**config.mk**
```make
export PLATFORM = sky130hd
export DESIGN_NAME = spi_snoop_rx
export DESIGN_NICKNAME = d
export VERILOG_FILES = /design/src/rtl/spi_snoop_pkg.sv /design/src/rtl/sync_edge_det.sv /design/src/rtl/spi_snoop_rx.sv
export SDC_FILE = /design/constraint.sdc
export NUM_CORES = 1
export LEC_CHECK = 0
export BUFFER_PORTS_ARGS = -buffer_cell sky130_fd_sc_hd__buf_4
export CAP_MARGIN = 20
export CELL_PAD_IN_SITES_DETAIL_PLACEMENT = 0
export CELL_PAD_IN_SITES_GLOBAL_PLACEMENT = 1
export CORE_UTILIZATION = 35
export DETAILED_ROUTE_END_ITERATION = 8
export PLACE_DENSITY = 0.79
export SYNTH_ARGS = -nofsm -noshare
export SYNTH_HDL_FRONTEND = slang
export SYNTH_SLANG_ARGS = --single-unit
export TNS_END_PERCENT = 1
```
**constraint.sdc**
```tcl
create_clock -name clk -period 1.66 [get_ports clk]
set_input_delay 0.083 -clock clk [delete_from_list [all_inputs] [get_ports clk]]
set_output_delay 0.083 -clock clk [all_outputs]
set_load 0.005 [all_outputs]
```
**src/rtl/spi_snoop_pkg.sv**
```systemverilog
// Shared types and default widths for the SPI snoop receiver.
// Contents: snoop_state_t FSM encoding, default parameter values, max_u helper.
// Optional feature macro used by the top: SPI_SNOOP_STATS_EN.
package spi_snoop_pkg;

   localparam int unsigned DEFAULT_DATA_W      = 16;
   localparam int unsigned DEFAULT_SKIP_BITS   = 8;
   localparam int unsigned DEFAULT_SYNC_STAGES = 2;
   localparam int unsigned STATS_W             = 16;

   typedef enum logic [1:0] {
      IDLE  = 2'd0,
      SKIP  = 2'd1,
      SHIFT = 2'd2,
      HOLD  = 2'd3
   } snoop_state_t;

   // Larger of two unsigned values, usable in constant expressions.
   function automatic int unsigned max_u(input int unsigned a, input int unsigned b);
      return (a > b) ? a : b;
   endfunction

endpackage

```
**src/rtl/sync_edge_det.sv**
```systemverilog
// Multi-flop synchronizer with one-cycle registered rise/fall detection.
// Ports:
//   clk, rst : system clock, synchronous active-high reset
//   din      : asynchronous input
//   level    : synchronized level, time-aligned with rise/fall
//   rise     : one-cycle pulse when the synchronized level goes 0 -> 1
//   fall     : one-cycle pulse when the synchronized level goes 1 -> 0
module sync_edge_det #(
   parameter int unsigned STAGES = 2
) (
   input  logic clk,
   input  logic rst,
   input  logic din,
   output logic level,
   output logic rise,
   output logic fall
);

   logic [STAGES-1:0] chain;
   logic              prev;

   // Synchronizer chain, previous-value flop and registered edge strobes.
   always_ff @(posedge clk) begin
      if (rst) begin
         chain <= '0;
         prev  <= 1'b0;
         rise  <= 1'b0;
         fall  <= 1'b0;
      end else begin
         chain <= {chain[STAGES-2:0], din};
         prev  <= chain[STAGES-1];
         rise  <= chain[STAGES-1] & ~prev;
         fall  <= ~chain[STAGES-1] & prev;
      end
   end

   // prev holds the very sample that produced the current rise/fall strobe.
   assign level = prev;

endmodule

```
**src/rtl/spi_snoop_rx.sv**
```systemverilog
// Passive, oversampling SPI (mode 0) snoop receiver. Skips SKIP_BITS leading
// SCK edges, captures DATA_W bits MSB first and presents them on data_out with
// a one-cycle data_ready. Truncated or overrun frames pulse frame_err instead.
// Ports:
//   clk, rst     : system clock (>= 4x SCK), synchronous active-high reset
//   rp2350_sck   : async bus clock
//   rp2350_cs    : async chip select, active low
//   rp2350_miso  : async sensor data
//   data_out     : last good sample, held between frames
//   data_ready   : one-cycle pulse when data_out updates
//   frame_err    : one-cycle pulse on truncated/overrun frame
//   busy         : high while the FSM is not IDLE
//   frame_cnt, err_cnt : saturating 16-bit counters, only with SPI_SNOOP_STATS_EN
module spi_snoop_rx
   import spi_snoop_pkg::*;
#(
   parameter int unsigned DATA_W      = DEFAULT_DATA_W,
   parameter int unsigned SKIP_BITS   = DEFAULT_SKIP_BITS,
   parameter int unsigned SYNC_STAGES = DEFAULT_SYNC_STAGES
) (
   input  logic              clk,
   input  logic              rst,
   input  logic              rp2350_sck,
   input  logic              rp2350_cs,
   input  logic              rp2350_miso,
   output logic [DATA_W-1:0] data_out,
   output logic              data_ready,
   output logic              frame_err,
   output logic              busy
`ifdef SPI_SNOOP_STATS_EN
   ,
   output logic [STATS_W-1:0] frame_cnt,
   output logic [STATS_W-1:0] err_cnt
`endif
);

   localparam int unsigned CNT_W = $clog2(max_u(SKIP_BITS, DATA_W) + 1);
   localparam logic [CNT_W-1:0] SKIP_LAST = CNT_W'((SKIP_BITS > 0) ? SKIP_BITS - 1 : 0);
   localparam logic [CNT_W-1:0] DATA_LAST = CNT_W'(DATA_W - 1);

   logic sck_rise, sck_level_unused, sck_fall_unused;
   logic cs_rise, cs_fall, cs_level_unused;
   logic miso_s, miso_rise_unused, miso_fall_unused;

   sync_edge_det #(.STAGES(SYNC_STAGES)) u_sck (
      .clk(clk), .rst(rst), .din(rp2350_sck),
      .level(sck_level_unused), .rise(sck_rise), .fall(sck_fall_unused)
   );

   sync_edge_det #(.STAGES(SYNC_STAGES)) u_cs (
      .clk(clk), .rst(rst), .din(rp2350_cs),
      .level(cs_level_unused), .rise(cs_rise), .fall(cs_fall)
   );

   sync_edge_det #(.STAGES(SYNC_STAGES)) u_miso (
      .clk(clk), .rst(rst), .din(rp2350_miso),
      .level(miso_s), .rise(miso_rise_unused), .fall(miso_fall_unused)
   );

   snoop_state_t      state, state_next;
   logic [CNT_W-1:0]  cnt, cnt_next;
   logic [DATA_W-1:0] sr, sr_next;
   logic [DATA_W-1:0] data_next;
   logic              ready_next, err_next, busy_next;
   logic              overrun, overrun_next;

   // State and output registers.
   always_ff @(posedge clk) begin
      if (rst) begin
         state      <= IDLE;
         cnt        <= '0;
         sr         <= '0;
         data_out   <= '0;
         data_ready <= 1'b0;
         frame_err  <= 1'b0;
         busy       <= 1'b0;
         overrun    <= 1'b0;
      end else begin
         state      <= state_next;
         cnt        <= cnt_next;
         sr         <= sr_next;
         data_out   <= data_next;
         data_ready <= ready_next;
         frame_err  <= err_next;
         busy       <= busy_next;
         overrun    <= overrun_next;
      end
   end

   // Next-state logic; a CS rise always wins over an SCK rise in the same cycle.
   always_comb begin
      state_next   = state;
      cnt_next     = cnt;
      sr_next      = sr;
      data_next    = data_out;
      ready_next   = 1'b0;
      err_next     = 1'b0;
      overrun_next = overrun;

      case (state)
         IDLE: begin
            if (cs_fall) begin
               cnt_next   = '0;
               state_next = (SKIP_BITS > 0) ? SKIP : SHIFT;
            end
         end
         SKIP: begin
            if (cs_rise) begin
               err_next   = 1'b1;
               state_next = IDLE;
            end else if (sck_rise) begin
               if (cnt == SKIP_LAST) begin
                  cnt_next   = '0;
                  state_next = SHIFT;
               end else begin
                  cnt_next = cnt + CNT_W'(1);
               end
            end
         end
         SHIFT: begin
            if (cs_rise) begin
               err_next   = 1'b1;
               state_next = IDLE;
            end else if (sck_rise) begin
               sr_next = {sr[DATA_W-2:0], miso_s};
               if (cnt == DATA_LAST) begin
                  data_next  = sr_next;
                  ready_next = 1'b1;
                  state_next = HOLD;
               end else begin
                  cnt_next = cnt + CNT_W'(1);
               end
            end
         end
         HOLD: begin
            if (cs_rise) begin
               err_next     = overrun;
               overrun_next = 1'b0;
               state_next   = IDLE;
            end else if (sck_rise) begin
               overrun_next = 1'b1;
            end
         end
         default: state_next = IDLE;
      endcase

      busy_next = (state_next != IDLE);
   end

`ifdef SPI_SNOOP_STATS_EN
   // Saturating frame and error counters.
   always_ff @(posedge clk) begin
      if (rst) begin
         frame_cnt <= '0;
         err_cnt   <= '0;
      end else begin
         if (data_ready && (frame_cnt != '1)) frame_cnt <= frame_cnt + STATS_W'(1);
         if (frame_err && (err_cnt != '1))    err_cnt   <= err_cnt + STATS_W'(1);
      end
   end
`endif

endmodule
```
======== Yosys cells after proc, flatten, opt, wreduce, memory -nomap -nowiden ========
Index checks and enable logic that the tools add are counted.
cells by class
  add/sub/neg operators ................... 1
  eq/ne operators ......................... 11
  multiplexer cells ....................... 23
  bitwise logic cells ..................... 9
  reduce and logical (&&, ||, !) cells .... 10
operators with widths
  operator               count
  $mux W5                7
  $mux W2                8
  $pmux W5 S3            1
  $pmux W2 S4            1
  $reduce_and A7 Y1      1
  $ne A2 B1 Y1 const B   3
  $ne A2 B2 Y1 const B   3
  $not A1 Y1             6
  $add A5 B1 Y5 const B  1
  $eq A5 B3 Y1 const B   1
  $eq A5 B4 Y1 const B   1
  $mux W1                5
  $eq A2 B2 Y1 const B   2
  $reduce_and A4 Y1      1
  $reduce_bool A2 Y1     2
  $reduce_or A4 Y1       1
  $and A1 B1 Y1          3
  $reduce_and A3 Y1      1
  $reduce_bool A3 Y1     1
  $eq A2 B1 Y1 const B   1
  $logic_not A2 Y1       1
  $pmux W1 S2            1
  $reduce_and A2 Y1      1
  $reduce_or A2 Y1       1
storage, ports and cells
  register bits after elaboration ......... 54
  input port bits ......................... 5
  output and inout bits ................... 19
  word-level logic and storage cells ...... 71

======== Depth between registers and ports, before layout ========
Gate-level depths: netlist of the first run.
  depth in word-level cells ............... 6
  gate-level depth with buffers ........... 8
  mapped depth without buffers ............ 7

======== Modules after synthesis ========
From an unflattened synthesis of the first run, not the netlist that was laid out.
second synthesis, totals
  cells, all modules ...................... 236
  area total of the unflattened synthesis .. 2093.3 um^2
modules (own cells, without submodules)
  module         instances  cells an instance  area an instance (um^2)
  spi_snoop_rx   1          206                1691.6
  sync_edge_det  3          10                 133.9

======== Worst setup path before layout of the first run ========
Ideal clock, no wire load.
  kind .................................... reg-to-reg
  start ................................... register cnt[0]
  end ..................................... register cnt[2]
  data arrival time ....................... 1739 ps
  data required time ...................... 1590 ps
  slack ................................... -150 ps
  cell stages (with the launch flop) ...... 8
  buffers on the path ..................... 0
  cell sequence ........................... dfxtp_1 > ha_1 > and3_1 > ha_1 > nand2_1 > o2111ai_4 > or4_1 > a21oi_1
on the way
  cells in the longest elaborated chain, start to end .. 5
RTL lines
  what                                           RTL line                                                       text
  start: declaration                             spi_snoop_rx.sv:61                                             logic [CNT_W-1:0] cnt, cnt_next;
  start signal: assignment                       spi_snoop_rx.sv:80                                             cnt <= cnt_next;
  $add A5 B1 Y5 or $eq A5 B3 Y1 (tied branches)  spi_snoop_rx.sv:116, spi_snoop_rx.sv:131, spi_snoop_rx.sv:112
  $mux W5 (on tied branches)                     spi_snoop_rx.sv:126, spi_snoop_rx.sv:112
  $mux W5 (on tied branches)                     spi_snoop_rx.sv:124, spi_snoop_rx.sv:111
  $mux W5 (on tied branches)                     spi_snoop_rx.sv:121, spi_snoop_rx.sv:108
  $pmux W5 S3                                    spi_snoop_rx.sv:100                                            case (state)
Parallel ways exist; a longest one is shown, timed or not. The select of a mux whose other input is x is not followed.
A chain may end at the register's enable or synchronous reset.

======== Worst setup path in the final report of the first run ========
  start ................................... register cnt[1]
  end ..................................... register busy
on the way
  cells in the longest elaborated chain, start to end .. 6
RTL lines
  what                                          RTL line                                  text
  $eq A5 B4 Y1 or $eq A5 B3 Y1 (tied branches)  spi_snoop_rx.sv:126, spi_snoop_rx.sv:112
  $mux W2 (on tied branches)                    spi_snoop_rx.sv:126, spi_snoop_rx.sv:112
  $mux W2 (on tied branches)                    spi_snoop_rx.sv:124, spi_snoop_rx.sv:111
  $mux W2 (on tied branches)                    spi_snoop_rx.sv:121, spi_snoop_rx.sv:108
  $pmux W2 S4 (*)                               spi_snoop_rx.sv:100
  $reduce_bool A2 Y1 (*)                        spi_snoop_rx.sv:147                       busy_next = (state_next != IDLE);
  end signal: assignment                        spi_snoop_rx.sv:85                        busy <= busy_next;
  end: declaration                              spi_snoop_rx.sv:29                        output logic busy
Every way passes the cells marked *; elsewhere a longest branch is shown, timed or not.

==> results of run 1 <==
[sequential cells by signal, indices dropped and copies added (netlist names)]
signal and cells:
busy 1, cnt 5, data_out 16, data_ready 1, frame_err 1, overrun 1
sr 15, state 2, u_cs.chain 2, u_cs.fall 1, u_cs.level 1, u_cs.rise 1
u_miso.chain 2, u_miso.level 1, u_sck.chain 2, u_sck.level 1, u_sck.rise 1
[cell usage in the layout, fill, tap and decap left out, drive strengths merged, types with 2 or more instances in the layout]
| cell | count |
|---|---|
| a211oi | 2 |
| a21oi | 34 |
| a31oi | 2 |
| and3 | 3 |
| buf | 42 |
| clkbuf | 5 |
| dfxtp | 54 |
| dlygate4sd3 | 2 |
| ha | 6 |
| inv | 7 |
| nand2 | 68 |
| nand2b | 5 |
| nand3 | 2 |
| nand3b | 4 |
| nor2 | 6 |
| nor2b | 11 |
| nor3 | 3 |
| o21ai | 7 |
| o31ai | 2 |
[power by group through the flow]
stage	Combinational (W)	Sequential [W]	Clock, W
after floorplan	0.0000383	0.00134	0
after global placement	0.0000579	0.00134	0
after detailed placement	0.0000583	0.00134	0
after CTS	0.0000622	0.00131	0.000743
after global routing	0.0000670	0.00131	0.000803
final	0.0000615	0.00131	0.000706
[per-layer routing]
layer	wire [um]	vias to the layer above
met5	0	-
met3	116	7
met2	1611	27
met4	79	0
li1	-	857
met1	1964	716
[layout make-up]
class | count | share of cell area, %
Sequential cell | 54 | 42.32
Clock inverter | 2 | 0.5363
Timing Repair Buffer | 44 | 14.19
Inverter | 6 | 0.8776
Tap cell | 72 | 3.510
Clock buffer | 5 | 2.682
Multi-Input combinational cell | 165 | 35.88
[what timing repair did]
| action | in CTS | in global routing |
|---|---|---|
| hold buffers | 2 | 0 |
| buffers inserted | 0 | 0 |
| endpoints found under the hold margin | 2 | 0 |
| resized for setup | 2 | 7 |
| pin swaps | 2 | 6 |
| setup endpoints to repair | 5 | 30 |
[cell families (layout without fill, tap and decap cells)]
kind of cell               after synthesis  in the layout  synth area share [%]
and+or+nand+nor                        109            109                 25.14
AOI/OAI and AO/OA                       50             50                 14.17
buffers and inverters                   19             57                 3.758
DFF                                     54             54                 53.23
adders and majority gates                6              6                 3.697
[through the flow]
| stage | hold slack, ns | std cells | TNS, ns |
|---|---|---|---|
| final | 0.02391 | 348 | -0.009212 |
| after global routing | 0.01161 | 348 | -1.126 |
| after CTS | 0.01871 | 348 | -0.007108 |
| after detailed placement | 0.2980 | 339 | -0.05567 |
| after global placement | 0.2980 | 339 | -0.01202 |
| after floorplan | 0.2112 | 238 | -0.04640 |
[synthesized netlist by cell type (all sizes together)]
library cell / instances
clkbuf: 9
a21oi: 34
nor4bb: 1
and2b: 1
nand2b: 5
a211oi: 2
buf: 4
or4: 1
nand3b: 4
or2b: 1
dfxtp: 54
nand4b: 1
o21ai: 7
nand3: 2
nor2b: 11
nor3: 3
o31ai: 2
nor3b: 1
and2: 1
inv: 6
a31oi: 2
ha: 6
nand2: 68
nor2: 6
and3: 3
o211ai: 1
o22ai: 1
o2111ai: 1
[how the worst min path moves through the flow]
stage | start | to | slack, ns | cells past startpoint
6_report | rp2350_miso | u_miso.chain[0] | 0.02 | 2
2_1_floorplan | rp2350_cs | u_cs.chain[0] | 0.21 | 1
5_1_grt | rp2350_miso | u_miso.chain[0] | 0.01 | 2
4_1_cts | rp2350_miso | u_miso.chain[0] | 0.02 | 2
3_5_place_dp | rp2350_sck | u_sck.chain[0] | 0.30 | 2
3_3_place_gp | rp2350_sck | u_sck.chain[0] | 0.30 | 2
==> Implementation_results.wiki, run 1 <==
{| class="wikitable"
! Metric !! Value
|-
| Status || finished with violations
|-
| Launch instance of the worst register-to-register path || cnt[1]
|-
| Worst Setup SP || cnt[1]
|-
| Synthesis-to-layout area growth || 26.37%
|-
| Met2 global-route usage || 21.49%
|-
| Number of pins exceeding their max-slew limit in the final report || 0
|-
| Fraction of final layout cells with drive strength greater than 1 || 23.19%
|-
| Share of power burned in registers || 63.0%
|-
| Cell area reported after detailed placement || 0.002449 mm^2
|-
| Chain of cells forming the critical path || ha_4 > and3_4 > ha_4 > buf_4 > nand4b_1 > o21ai_1 > a31oi_1 > o22ai_1
|-
| Slowest-stage cell, CP || dfxtp_2
|-
| Delay of the slowest critical-path stage || 0.34 ns
|-
| Post-synth net total || 249
|-
| Routed vias || roughly 1600
|-
| Worst-Skew Late Latency || ~0.30 ns
|-
| Post-detailed-route via-to-cell ratio || ~4.6
|-
| Vias in the first global route || 1533
|-
| Netlist cell types || 29
|-
| Type of the tightest min-delay check || in2reg
|-
| Switching fraction of total power || 21.74%
|-
| Slack of the worst reg-to-reg path || -0.009 ns
|-
| Psw || roughly 0.00045 W
|-
| Minimum setup slack in the final design || -0.009212 ns
|-
| Violations in the final reports || negative setup slack
|-
| Final wirelength || 3.771 mm
|-
| Final cycle utilization of the critical path || 100.6%
|-
| Slew at the pin closest to its max-slew limit || roughly 0.47 ns
|-
| Worst clock skew || 0.007546 ns
|-
| Clock net sink count || between 50 and 60
|-
| Post-route DRC || 0
|-
| Largest fanout on the critical path || 3
|-
| Routed Antenna Nets || 0
|-
| Clock transition at the registers of the reported paths || roughly 0.1 ns
|-
| Area taken by flip-flops and latches || 0.001086 mm^2
|-
| Die Ht || 78.17 um
|-
| Cell area after synthesis || 0.002031 mm^2
|-
| Capturing instance or port of the critical path || busy
|-
| Clock tree from TritonCTS || built
|-
| Synth warnings || 0
|-
| Highest-utilization routing layer at the global route stage || met2
|-
| Post-layout power || slightly above 0.002 W
|-
| Pint || 0.001626 W
|-
| Nets || 287
|-
| Clock share of power || 34.0%
|-
| Post-synthesis cell type with the largest combined area || dfxtp_1
|-
| Most frequent cell on the critical path || ha_4
|-
| Overall fraction of global-route tracks in use || 13.96%
|-
| Violation count after the first detailed-routing iteration || 70
|-
| Global-route wire length before repair || around 6.7 mm
|-
| Worst setup timing slack at the placement stage || -0.04106 ns
|-
| Maximum level of the CTS H-tree || 2
|-
| ANT cells || 0
|-
| Kind of end point of the critical path || flip-flop
|-
| Average wire length per cell after detail routing || 10.84 um
|-
| Setup violations, final || 1
|-
| Fin crit period || ~1.7 ns
|-
| Total overflow reported by the global router || 0
|-
| Post-synthesis cell count || around 240
|-
| Cell count along the critical path || 8
|-
| Largest delay share family, worst path || simple AND/OR/NAND/NOR gates
|-
| Portion of total power attributed to combinational logic || around 3%
|-
| Arrival time at the worst endpoint || 1.85 ns
|-
| RR Endpoint || busy
|-
| Initial cell density of the core || 36.65%
|-
| Met3 usage || between 3 and 4%
|-
| Number of cell rows || 27
|-
| Max-cap violation count || 0
|-
| WP data required || between 1.5 and 2 ns
|-
| Die extent in x || 78.17 um
|-
| 1st-pass router iterations || 4
|-
| Top post-synthesis cells by area || dfxtp_1 (53%), nand2_1 (13%), a21oi_1 (8.4%)
|-
| Maximum clock frequency || approximately 0.6 GHz
|-
| Clock root buffer || clkbuf_8
|-
| Global placement routability congestion || 0.8662
|-
| Standard cell core area || 0.005540 mm^2
|-
| Unrepaired setup endpoints after global routing || true
|-
| Sort of element at the start of the critical path || flip-flop
|-
| Seq cells post-synth || 54
|-
| Final hold viol count || 0
|-
| Type of the worst setup path || reg2reg
|-
| Pwr dens || between 800 and 900 mW/mm^2
|-
| Met1 GRT Util || 18.42%
|-
| Area of the multi-input gates || 920.9 um^2
|-
| Pin count of the biggest net entering global routing || 47
|-
| Leakage Power || 0.9400 nW
|-
| Final core utilization || about 46%
|-
| Num CTS Buffers || 5
|-
| Detailed-placement wirelength estimate || about 2.6 mm
|-
| Cell area after layout || 0.002566 mm^2
|-
| Fill count || 553
|-
| Buf+Inv Stages, Crit Path || 1
|-
| Number of buffers on the longest clock path || 2
|-
| Post-synthesis sequential area ratio || 53.23%
|-
| Area share of the largest cell type after synthesis || 53.23%
|-
| Path depth of the worst reg2reg path || 8
|-
| Max rail drop VDD || 0.3964 mV
|-
| Mean instance size in the synthesized netlist || 8.532 um^2
|-
| Number of I/O port buffers || 23
|-
| Area of the die || 0.006111 mm^2
|-
| Initial antenna violation count || 0
|-
| Max transition margin || a little under 70%
|-
| Number of top-level design ports || 24
|}
Note: power is estimated with default switching activity, not from simulation.
==> run 2: changes to the inputs <==
--- a/config.mk
+++ b/config.mk
@@ -9,9 +9,9 @@
 export CAP_MARGIN = 20
 export CELL_PAD_IN_SITES_DETAIL_PLACEMENT = 0
 export CELL_PAD_IN_SITES_GLOBAL_PLACEMENT = 1
-export CORE_UTILIZATION = 35
+export CORE_UTILIZATION = 38
 export DETAILED_ROUTE_END_ITERATION = 8
-export PLACE_DENSITY = 0.79
+export PLACE_DENSITY = 0.84
 export SYNTH_ARGS = -nofsm -noshare
 export SYNTH_HDL_FRONTEND = slang
 export SYNTH_SLANG_ARGS = --single-unit
==> Implementation_results.wiki, run 2 (same netlist as run 1, synthesis figures left out) <==
{| class="wikitable"
! Metric !! Value
|-
| Number of top-level design ports || 24 (unchanged)
|-
| Clock tree from TritonCTS || built (unchanged)
|-
| Clock root buffer || clkbuf_8 (unchanged)
|-
| Total overflow reported by the global router || 0 (unchanged)
|-
| Arrival time at the worst endpoint || 1.89 ns (was 1.85 ns)
|-
| Synthesis-to-layout area growth || 29.57% (was 26.37%)
|-
| Nets || 286 (was 287)
|-
| Pin count of the biggest net entering global routing || 46 (was 47)
|-
| Setup violations, final || 0 (was 1)
|-
| Initial antenna violation count || 0 (unchanged)
|-
| Die extent in x || 75.10 um (was 78.17 um)
|-
| Worst clock skew || 0.01237 ns (was 0.007546 ns)
|-
| Overall fraction of global-route tracks in use || 14.44% (was 13.96%)
|-
| Number of pins exceeding their max-slew limit in the final report || 0 (unchanged)
|-
| Max transition margin || 70.18% (was 68.99%)
|-
| Unrepaired setup endpoints after global routing || true (unchanged)
|-
| RR Endpoint || cnt[2] (was busy)
|-
| Global placement routability congestion || 0.7474 (was 0.8662)
|-
| Commonest cells after routing, fill and taps aside || nand2_1 (67), dfxtp_1 (50), buf_4 (38) (was nand2_1 (64), dfxtp_1 (50), buf_4 (39))
|-
| Portion of total power attributed to combinational logic || 2.6% (was 3.0%)
|-
| Clock transition at the registers of the reported paths || 0.10 ns (about the same)
|-
| Post-route DRC || 0 (unchanged)
|-
| Routed Antenna Nets || 0 (unchanged)
|-
| Most common cell after layout, fill and taps aside || nand2_1 (unchanged)
|-
| Placed Instances || 335 (was 339)
|-
| Fin crit period || 1.647 ns (was 1.669 ns)
|-
| Psw || 0.0004612 W (was 0.0004516 W)
|-
| Hold-critical path endpoint || state[0] (was u_miso.chain[0])
|-
| Share of power burned in registers || 54.6% (was 63.0%)
|-
| Initial cell density of the core || 39.51% (was 36.65%)
|-
| Leakage Power || 0.9666 nW (was 0.9400 nW)
|-
| Maximum clock frequency || 0.6071 GHz (was 0.5991 GHz)
|-
| Area of the die || 0.005640 mm^2 (was 0.006111 mm^2)
|-
| Type of the tightest min-delay check || in2reg (unchanged)
|-
| Pint || 0.001939 W (was 0.001626 W)
|-
| HP Start || rst (was rp2350_miso)
|-
| Slack of the worst reg-to-reg path || 0.01 ns (was -0.009 ns)
|-
| Final wirelength || 3.783 mm (was 3.771 mm)
|-
| Post-detailed-route via-to-cell ratio || 4.679 (was 4.618)
|-
| Fill count || 518 (was 553)
|-
| Worst-Skew Late Latency || 0.30 ns (about the same)
|-
| Clock net sink count || 54 (unchanged)
|-
| Post-route insts no fill || 346 (was 348)
|-
| Number of I/O port buffers || 23 (unchanged)
|-
| Slew at the pin closest to its max-slew limit || 0.4473 ns (was 0.4652 ns)
|-
| Post-layout power || 0.002400 W (was 0.002078 W)
|-
| Type of the worst setup path || reg2reg (unchanged)
|-
| Violation count after the first detailed-routing iteration || 121 (was 70)
|-
| Average wire length per cell after detail routing || 10.93 um (was 10.84 um)
|-
| Die Ht || 75.10 um (was 78.17 um)
|-
| Instance count along the most critical hold path || 2 (unchanged)
|-
| WP data required || 1.91 ns (was 1.85 ns)
|-
| Minimum setup slack in the final design || 0.01277 ns (was -0.009212 ns)
|-
| Maximum level of the CTS H-tree || 2 (unchanged)
|-
| Fraction of final layout cells with drive strength greater than 1 || 24.28% (was 23.19%)
|-
| Largest register by flop count || data_out (unchanged)
|-
| Routed vias || 1619 (was 1607)
|-
| ANT cells || 0 (unchanged)
|-
| Status || completed (was finished with violations)
|-
| Launch instance of the worst register-to-register path || cnt[1] (unchanged)
|-
| Number of cell rows || 26 (was 27)
|-
| Final cycle utilization of the critical path || 99.23% (was 100.6%)
|-
| Pwr dens || 912.3 mW/mm^2 (was 809.6 mW/mm^2)
|-
| 1st-pass router iterations || 4 (unchanged)
|-
| Max-cap violation count || 0 (unchanged)
|-
| Final hold viol count || 0 (unchanged)
|-
| Top flop regs || data_out x16, sr x15, cnt x5 (unchanged)
|-
| Switching fraction of total power || 19.21% (was 21.74%)
|-
| Global-route wire length before repair || 6.175 mm (was 6.748 mm)
|-
| Flip-flop count of the largest register after layout || 16 (unchanged)
|-
| Vias in the first global route || 1351 (was 1533)
|-
| Worst setup timing slack at the placement stage || -0.03907 ns (was -0.04106 ns)
|-
| Num CTS Buffers || 5 (unchanged)
|-
| Kind of end point of the critical path || flip-flop (unchanged)
|-
| Total Negative Setup Slacks || 0 ns (was -0.009212 ns)
|-
| Sort of element at the start of the critical path || flip-flop (unchanged)
|-
| Clock share of power || 42.8% (was 34.0%)
|-
| Detailed-placement wirelength estimate || 2.510 mm (was 2.556 mm)
|-
| Path depth of the worst reg2reg path || 7 (was 8)
|-
| Largest fanout on the critical path || 3 (unchanged)
|-
| Number of buffers on the longest clock path || 2 (unchanged)
|-
| Max rail drop VDD || 0.6379 mV (was 0.3964 mV)
|-
| Standard cell core area || 0.005140 mm^2 (was 0.005540 mm^2)
|}
==> run 2: cell count changes in the layout (fill, tap and decap cells not counted), sizes merged <==
cell / change
bufinv: +2
dlygate4sd3: +1
inv: -1
buf: -2
==> run 2: cell type report <==
type                            instances  area, um^2  share of cell area [%]
Inverter                                6       22.52                  0.8559
Clock buffer                            5       68.82                   2.615
Sequential cell                        54        1086                   41.27
Tap cell                               70       87.58                   3.329
Timing Repair Buffer                   43       355.3                   13.50
Clock inverter                          3       68.82                   2.615
Multi-Input combinational cell        165       942.2                   35.81
==> run 2: routing by layer <==
layer / routed length, um / track usage [%] / part of all wire [%]
met4: 31 / 4.403 / 0.82
met1: 1938 / 20.28 / 51
met3: 107 / 3.748 / 2.8
met2: 1705 / 21.72 / 45
met5: 0 / 0 / 0
==> run 2: worst max path at each step <==
stage,startpoint,endpoint,slack [ns],cells after the start
finish,cnt[1],cnt[2],0.01,7
global route,cnt[1],cnt[2],-0.05,7
CTS,cnt[1],cnt[2],0.02,7
detailed placement,state[1],data_out[4],-0.04,6
global placement,cnt[1],cnt[2],-0.007,7
floorplan,cnt[0],cnt[2],-0.05,7
==> run 2: metrics by stage <==
stage	utilization [%]	cell area, um^2	hold WS (ns)
2_1_floorplan	-	2074	0.2112
3_3_place_gp	47.30	2431	0.2986
3_5_place_dp	47.30	2431	0.2971
4_1_cts	50.63	2603	0.1938
5_1_grt	51.19	2631	0.2148
6_report	51.19	2631	0.2041
==> run 2: power by group through the flow <==
stage	Combinational, W	Sequential, W	Clock, W
detailed placement	0.0000569	0.00134	0
CTS	0.0000624	0.00131	0.00106
global route	0.0000700	0.00131	0.00112
finish	0.0000632	0.00131	0.00103
floorplan	0.0000383	0.00134	0
global placement	0.0000565	0.00134	0
==> run 2: what timing repair did <==
| action | in CTS | in global routing |
|---|---|---|
| hold buffers | 3 | 0 |
| endpoints found under the hold margin | 3 | 0 |
| resized for setup | 3 | 8 |
| pin swaps | 2 | 1 |
| endpoints found under the setup margin | 18 | 19 |
| buffers inserted | 0 | 0 |
==> run 2: critical path, cell delays in order (launching register included) <==
cell	delay, ns
dfxtp_2	0.34
ha_4	0.15
and3_4	0.18
ha_4	0.16
nand2_2	0.07
o2111ai_4	0.09
or4_4	0.49
a21oi_2	0.12
